===== config.mk =====
export PLATFORM = sky130hd
export DESIGN_NAME = codificador_op_flat
export DESIGN_NICKNAME = d
export VERILOG_FILES = /design/src/rtl/codificador_op_if.sv /design/src/rtl/codificador_op.sv /design/src/flat_wrapper.sv
export SDC_FILE = /design/constraint.sdc
export NUM_CORES = 1
export LEC_CHECK = 0
export ABC_AREA = 1
export BUFFER_PORTS_ARGS = -buffer_cell sky130_fd_sc_hd__buf_2
export CAP_MARGIN = 0
export CORE_MARGIN = 2
export CORE_UTILIZATION = 32
export DETAILED_ROUTE_END_ITERATION = 8
export PLACE_DENSITY = 0.53
export SYNTH_ARGS = -nofsm -noshare
export SYNTH_HDL_FRONTEND = slang
export SYNTH_SLANG_ARGS = --single-unit

===== constraint.sdc =====
create_clock -name clk -period 1.5 [get_ports clk]
set_input_delay 0.075 -clock clk [delete_from_list [all_inputs] [get_ports clk]]
set_output_delay 0.075 -clock clk [all_outputs]
set_load 0.02 [all_outputs]

===== src/rtl/codificador_op_if.sv =====
// Request/selector bundle between the requesters, the operation encoder
// and the downstream operation decoder.
interface codificador_op_if;
  logic       cod_enable;
  logic [3:0] cod_req_in;
  logic       cod_ready;
  logic       cod_clr_ovf;
  logic       cod_valid;
  logic [1:0] cod_selector;
  logic [3:0] cod_pending;
  logic       cod_overflow;

  // Encoder side: consumes requests and ready, produces selector/valid and status.
  modport slave (
    input  cod_enable, cod_req_in, cod_ready, cod_clr_ovf,
    output cod_valid, cod_selector, cod_pending, cod_overflow
  );

  // Environment side: drives requests and downstream ready.
  modport master (
    output cod_enable, cod_req_in, cod_ready, cod_clr_ovf,
    input  cod_valid, cod_selector, cod_pending, cod_overflow
  );
endinterface


===== src/rtl/codificador_op.sv =====
// Round-robin encoder: latches one-hot operation requests and issues them one
// at a time as a 2-bit selector on a valid/ready handshake.
module codificador_op (
  input  logic             clk,
  input  logic             rst_n,
  codificador_op_if.slave  cod,
  output logic             dbg_state,
  output logic [1:0]       dbg_ptr
);

  typedef enum logic {
    IDLE    = 1'b0,
    PRESENT = 1'b1
  } state_t;

  state_t     state;
  logic [1:0] ptr;

  logic       handshake;
  logic [3:0] clear;
  logic [3:0] pending_nxt;
  logic       ovf_set;
  logic       pick_any;
  logic [1:0] pick_idx;
  logic [1:0] cand;

  // Handshake: a selector transfers on any rising edge where cod_valid and
  // cod_ready are both high; once raised, cod_valid and cod_selector stay put
  // until that transfer happens.
  always_comb begin
    handshake = cod.cod_valid & cod.cod_ready;
    clear     = 4'b0000;
    if (handshake) clear[cod.cod_selector] = 1'b1;
    pending_nxt = (cod.cod_pending & ~clear) | cod.cod_req_in;
    ovf_set     = |(cod.cod_req_in & cod.cod_pending & ~clear);
  end

  // Search ptr, ptr+1, ptr+2, ptr+3; iterating downward lets the nearest win.
  always_comb begin
    pick_any = 1'b0;
    pick_idx = ptr;
    cand     = ptr;
    for (int k = 3; k >= 0; k--) begin
      cand = ptr + 2'(k);
      if (cod.cod_pending[cand]) begin
        pick_any = 1'b1;
        pick_idx = cand;
      end
    end
  end

  always_ff @(posedge clk) begin
    if (!rst_n) begin
      state            <= IDLE;
      ptr              <= 2'b00;
      cod.cod_valid    <= 1'b0;
      cod.cod_selector <= 2'b00;
      cod.cod_pending  <= 4'b0000;
      cod.cod_overflow <= 1'b0;
    end else begin
      cod.cod_pending <= pending_nxt;

      if (ovf_set)              cod.cod_overflow <= 1'b1;
      else if (cod.cod_clr_ovf) cod.cod_overflow <= 1'b0;

      case (state)
        IDLE: begin
          if (cod.cod_enable && pick_any) begin
            cod.cod_selector <= pick_idx;
            cod.cod_valid    <= 1'b1;
            state            <= PRESENT;
          end
        end
        PRESENT: begin
          if (cod.cod_ready) begin
            ptr           <= cod.cod_selector + 2'd1;
            cod.cod_valid <= 1'b0;
            state         <= IDLE;
          end
        end
        default: begin
          cod.cod_valid <= 1'b0;
          state         <= IDLE;
        end
      endcase
    end
  end

  assign dbg_state = (state == PRESENT);
  assign dbg_ptr   = ptr;

endmodule


===== src/flat_wrapper.sv =====
// flat-port wrapper written by rule: the top's interface ports become plain ports
module codificador_op_flat 
  (clk, rst_n, dbg_state, dbg_ptr, cod_cod_enable, cod_cod_req_in, cod_cod_ready, cod_cod_clr_ovf, cod_cod_valid, cod_cod_selector, cod_cod_pending, cod_cod_overflow);
  codificador_op_if cod_i ();
  input  logic clk;
  input  logic rst_n;
  output logic dbg_state;
  output logic [1:0] dbg_ptr;
  input wire logic [$bits(cod_i.cod_enable)-1:0] cod_cod_enable;
  input wire logic [$bits(cod_i.cod_req_in)-1:0] cod_cod_req_in;
  input wire logic [$bits(cod_i.cod_ready)-1:0] cod_cod_ready;
  input wire logic [$bits(cod_i.cod_clr_ovf)-1:0] cod_cod_clr_ovf;
  output wire logic [$bits(cod_i.cod_valid)-1:0] cod_cod_valid;
  output wire logic [$bits(cod_i.cod_selector)-1:0] cod_cod_selector;
  output wire logic [$bits(cod_i.cod_pending)-1:0] cod_cod_pending;
  output wire logic [$bits(cod_i.cod_overflow)-1:0] cod_cod_overflow;
  assign cod_i.cod_enable = cod_cod_enable;
  assign cod_i.cod_req_in = cod_cod_req_in;
  assign cod_i.cod_ready = cod_cod_ready;
  assign cod_i.cod_clr_ovf = cod_cod_clr_ovf;
  assign cod_cod_valid = cod_i.cod_valid;
  assign cod_cod_selector = cod_i.cod_selector;
  assign cod_cod_pending = cod_i.cod_pending;
  assign cod_cod_overflow = cod_i.cod_overflow;
  codificador_op u_core (.clk(clk), .rst_n(rst_n), .cod(cod_i), .dbg_state(dbg_state), .dbg_ptr(dbg_ptr));
endmodule

== Yosys cells after proc, flatten, opt, wreduce, memory -nomap -nowiden ==
Cells that the tools add are included.

* $add $sub $neg: 4
* Multipliers: 0
* Divide/modulo/power cells: 0
* Order comparisons: 6
* Eq/ne operators: 2
* Shift operators: 0
* Mux-type cells: 27
* Bitwise gates (word level): 7
* Reductions and logical operators: 7

{| class="wikitable"
|+ Operators with widths
! cell !! count
|-
| 2-bit by 3-bit less-than comparator with 1-bit output (second input constant) || 5
|-
| 1-bit two-way mux || 15
|-
| 4-bit AND || 3
|-
| 1-bit binary-select mux with 2-bit select || 4
|-
| 2-bit two-way mux || 4
|-
| 2-bit AND reduction || 3
|-
| 2-bit by 1-bit adder with 2-bit output (second input constant) || 2
|-
| 2-bit adder (second input constant) || 2
|-
| 4-bit two-way mux || 1
|-
| 4-bit NOT || 1
|-
| 4-bit bitwise OR || 1
|-
| 1-bit one-hot mux with 2 select lines || 2
|-
| 4-bit OR reduction || 1
|-
| 1-bit demux with 2-bit select || 1
|-
| 2-bit by 1-bit >= comparator with 1-bit output (second input constant) || 1
|-
| 1-bit logical AND || 2
|-
| 2-bit by 1-bit != test with 1-bit output (second input constant) || 1
|-
| 2-bit != test (second input constant) || 1
|-
| 2-bit nonzero test || 1
|-
| 1-bit AND || 1
|-
| 1-bit NOT || 1
|}

* Register bits after elaboration: 11
* Bits in latches: 0
* RAM bits: 0
* Memory bits (read-only): 0
* Input port bits: 9
* Memories: 0

== Depth between registers and ports, before layout ==
* Word-level depth: 10
* Gate-level depth with buffers: 13

== Least setup slack after synthesis ==
OpenSTA, ideal clock, no wires.

* Path kind: register -> register
* Start point: reg u_core.ptr[0], in the netlist u_core.dbg_ptr[0]
* End point: reg u_core.cod.cod_selector[0]
* Setup time: 0.109 ns
* Data arrival time: 1.292 ns
* Required time: 1.391 ns
* Setup slack: 0.099 ns
* Cell stages (with the launch flop): 13
* Buffers on the path: 1
* Period minus slack after synthesis: 1.401 ns
* Cell sequence: dfxtp_1 > buf_6 > nand2_1 > nand2_2 > nand2_1 > nand2_1 > nor2_2 > nand2_2 > nand3_4 > inv_2 > nand3_1 > nand2_1 > inv_1

* Longest elaborated chain between the ends: 9

{| class="wikitable"
|+ RTL lines
! what !! RTL line !! RTL
|-
| start: declaration || codificador_op.sv:17 || <nowiki>logic [1:0] ptr;</nowiki>
|-
| start signal: assignment || codificador_op.sv:76 || <nowiki>ptr <= cod.cod_selector + 2'd1;</nowiki>
|-
| 2-bit adder || codificador_op.sv:44 || <nowiki>cand = ptr + 2'(k);</nowiki>
|-
| 1-bit binary-select mux with 2-bit select || codificador_op.sv:45 || <nowiki>if (cod.cod_pending[cand]) begin</nowiki>
|-
| 1-bit two-way mux (implied by the code) || codificador_op.sv:45 ||
|-
| 1-bit two-way mux (4 in a row) || codificador_op.sv:45 ||
|-
| 1-bit logical AND || codificador_op.sv:68 || <nowiki>if (cod.cod_enable && pick_any) begin</nowiki>
|-
| 2-bit AND reduction (no line) || -- ||
|-
| end signal: assignment || codificador_op.sv:69 || <nowiki>cod.cod_selector <= pick_idx;</nowiki>
|-
| end: declaration || codificador_op_if.sv:16 || <nowiki>output cod_valid, cod_selector, cod_pending, cod_overflow</nowiki>
|}

Parallel ways exist; a longest one is shown, timed or not. The select of a mux whose other input is x is not followed.
A chain may end at the register's enable or synchronous reset.

== Worst setup path after layout ==
Same ends and word-level chain as after synthesis.

==> results.cfg <==
[grt]
overflow = 0
grt_first_pass_wirelength_mm = 2.953
grt_use_total = 0.1473
grt_pass1_vias = 654
grt_max_degree = 9
antenna_found_initial = 0

[cells_and_area]
fill_cells = 260
antenna_cells = 0
synthToLayoutAreaGrowth_pct = 27.20
drive_gt1_frac = 0.3467
final_core_util = 0.4375
nets = 164

[timing]
slew_viol_final = 0
finalHoldViolations = 0
maxSlewHeadroom = 0.8158
period_needed_ns = 1.368
worst_pin_slew_ns = 0.2734
skew_ns = 0.0001606
setup-violations-final = 0
finalCritPeriodShare = 0.9120
fmax_mhz = 731.0

[floorplan]
die_h_um = 53.00
core_mm2 = 0.002233
die_w_um = 53.00
ios = 20
rows = 17
dieArea_mm2 = 0.002808
initial_core_util = 0.3440

[power]
finalPower_uw = 906.2
p_per_area_mw_per_mm2 = 927.4
peakVddDrop_v = 0.0005668
p_leak_uw = 0.0005452

[cts]
clock_path_buffers = 2
cts_htree_levels = 1
insertion_delay_ns = 0.27
clock-sinks = 11
cts_buffers = 3
hold_buffers = 0
clk_pin_slew_ns = 0.07
cts-root-buf = clkbuf_4
cts_tree = built

[critical_path]
critPathCaptureType = register
rr_endpoint = u_core.cod.cod_selector[0]
critPathLaunchType = register
critPathMaxStageDelay_ns = 0.33
r2r_cells = 13
slowest_stage = dfxtp_2
cp.required_ns = 1.67
critPathLaunch = u_core.dbg_ptr[0]
r2r_start = u_core.dbg_ptr[0]
path_cells = buf_6 -> inv_6 -> nand2_1 -> nand2_2 -> nand2_2 -> nand2_2 -> nor2_2 -> nand2_2 -> nand3_4 -> inv_2 -> nand3_1 -> nand2_1 -> inv_1
worstPathArrival_ns = 1.54
ff2ff_setup_slack_ns = 0.13
worstPathMaxFanout = 7
worst-setup-path-type = reg2reg
cpMostUsedCell = nand2_2

[detailed_routing]
wl_per_cell_um = 10.49
drc = 0
drt_pass1_iterations = 4
vias_per_cell = 4.461
routed_wl_mm = 1.867
drt_iter0_drc = 21
ant_nets = 0
vias = 794

[yosys]
synth-edff-count = 0
synth_flop_cell = dfxtp_1
async_reset_ff_frac = 0
yosysSeqAreaShare = 0.2866
yosysWarnings = 0
ys_seq_elements = 11
synthCells = 122
syn-num-nets = 135
synth_cell_types = 18
syn_area_per_cell_um2 = 6.297
syn_area_um2 = 768.2

[hold_path]
hp-start = cod_cod_req_in[1]
hold_depth = 3
min_to = u_core.cod.cod_pending[1]
hold_class = in2reg

[placement]
place.gp.congestion = 0.7967
portBuffers = 19
place_hpwl_mm = 1.488

[status]
status = complete, no violations

[job]
drv_cap = 0
[layer usage]
layer	up-vias	global-route usage	wire length, um
li1	433	-	-
met1	346	0.2065	911
met5	-	0	0
met2	11	0.2125	869
met4	0	0.07692	32
met3	4	0.02542	52
[state kept, by name, indices dropped and copies added (netlist names)]
name	count
u_core.cod.cod_overflow	1
u_core.dbg_state	1
u_core.dbg_ptr	2
u_core.cod.cod_valid	1
u_core.cod.cod_pending	4
u_core.cod.cod_selector	2
[what timing repair did]
action,CTS,global route
setup buffers,0,2
endpoints found under the hold margin,0,0
endpoints found under the setup margin,0,2
resized for setup,0,8
[critical path: cells and delay by family, from the launching register on]
kind / cells / cell delay, ns
buffers and inverters: 4 / 0.30
DFF: 1 / 0.33
and+or+nand+nor: 9 / 0.64
[how the worst max path moves through the flow]
stage                                      end  slack (ns)  depth (start not counted)
floorplan           u_core.cod.cod_selector[0]         0.1                         12
global placement    u_core.cod.cod_selector[0]        0.09                         13
detailed placement  u_core.cod.cod_selector[0]        0.07                         13
CTS                 u_core.cod.cod_selector[0]        0.06                         13
global route        u_core.cod.cod_selector[0]      -0.002                         13
finish              u_core.cod.cod_selector[0]        0.13                         13
[cell type report]
cell class,instances,area (um2),area share
Multi-Input combinational cell,87,457.9,0.4686
Sequential cell,11,222.7,0.2279
Timing Repair Buffer,25,143.9,0.1472
Inverter,23,91.34,0.09347
Tap cell,28,35.03,0.03585
Clock buffer,4,26.28,0.02689
[synth_stat cells (2+ instances only)]
cell	n	area share
nand2_1	36	0.18
dfxtp_1	11	0.29
nor2_2	2	0.016
a21oi_1	5	0.033
inv_2	2	0.0098
ha_1	4	0.065
inv_1	20	0.098
nand3_1	11	0.072
o21ai_0	3	0.020
nand2_2	12	0.098
nor2_1	9	0.044
[through the flow]
stage	hold slack, ns	std cells	TNS, ns	setup WS, ns	instance area, um2
2_1_floorplan	0.1950	122	0	0.09931	768.2
3_3_place_gp	0.2970	172	0	0.09223	917.1
3_5_place_dp	0.3082	172	0	0.07244	917.1
4_1_cts	0.02999	176	0	0.05538	943.4
5_1_grt	0.06325	178	-0.001704	-0.001704	977.2
6_report	0.02872	178	0	0.1319	977.2
[kinds of logic (layout without fill, tap and decap cells)]
group           Yosys count  count (layout)  share of synthesized area
compound gates           10              10                    0.07328
fa+ha+maj                 4               4                    0.06515
buf+inv                  24              52                     0.1303
flops                    11              11                     0.2866
simple gates             73              73                     0.4446
[power breakdown]
part / leakage [uW] / internal, uW / switching (uW) / total (uW)
combinational: 0.000438 / 131 / 217 / 349
sequential: 0.0000922 / 323 / 32.7 / 356
clock: 0.0000150 / 103 / 99.2 / 202
[cell usage in the layout (no fill, tap or decap)]
cell type   n
a21oi_1     5
a22oi_1     1
a41oi_1     1
and2_1      1
buf_2      19
buf_4       5
buf_6       1
clkbuf_1    1
clkbuf_4    3
dfxtp_1     9
dfxtp_2     2
ha_1        4
inv_1      20
inv_2       2
inv_6       1
nand2_1    32
nand2_2    16
nand3_1    11
nand3_4     1
nand4_1     1
nor2_1      9
nor2_2      2
o21ai_0     3
(Power assumes the default switching activity.)
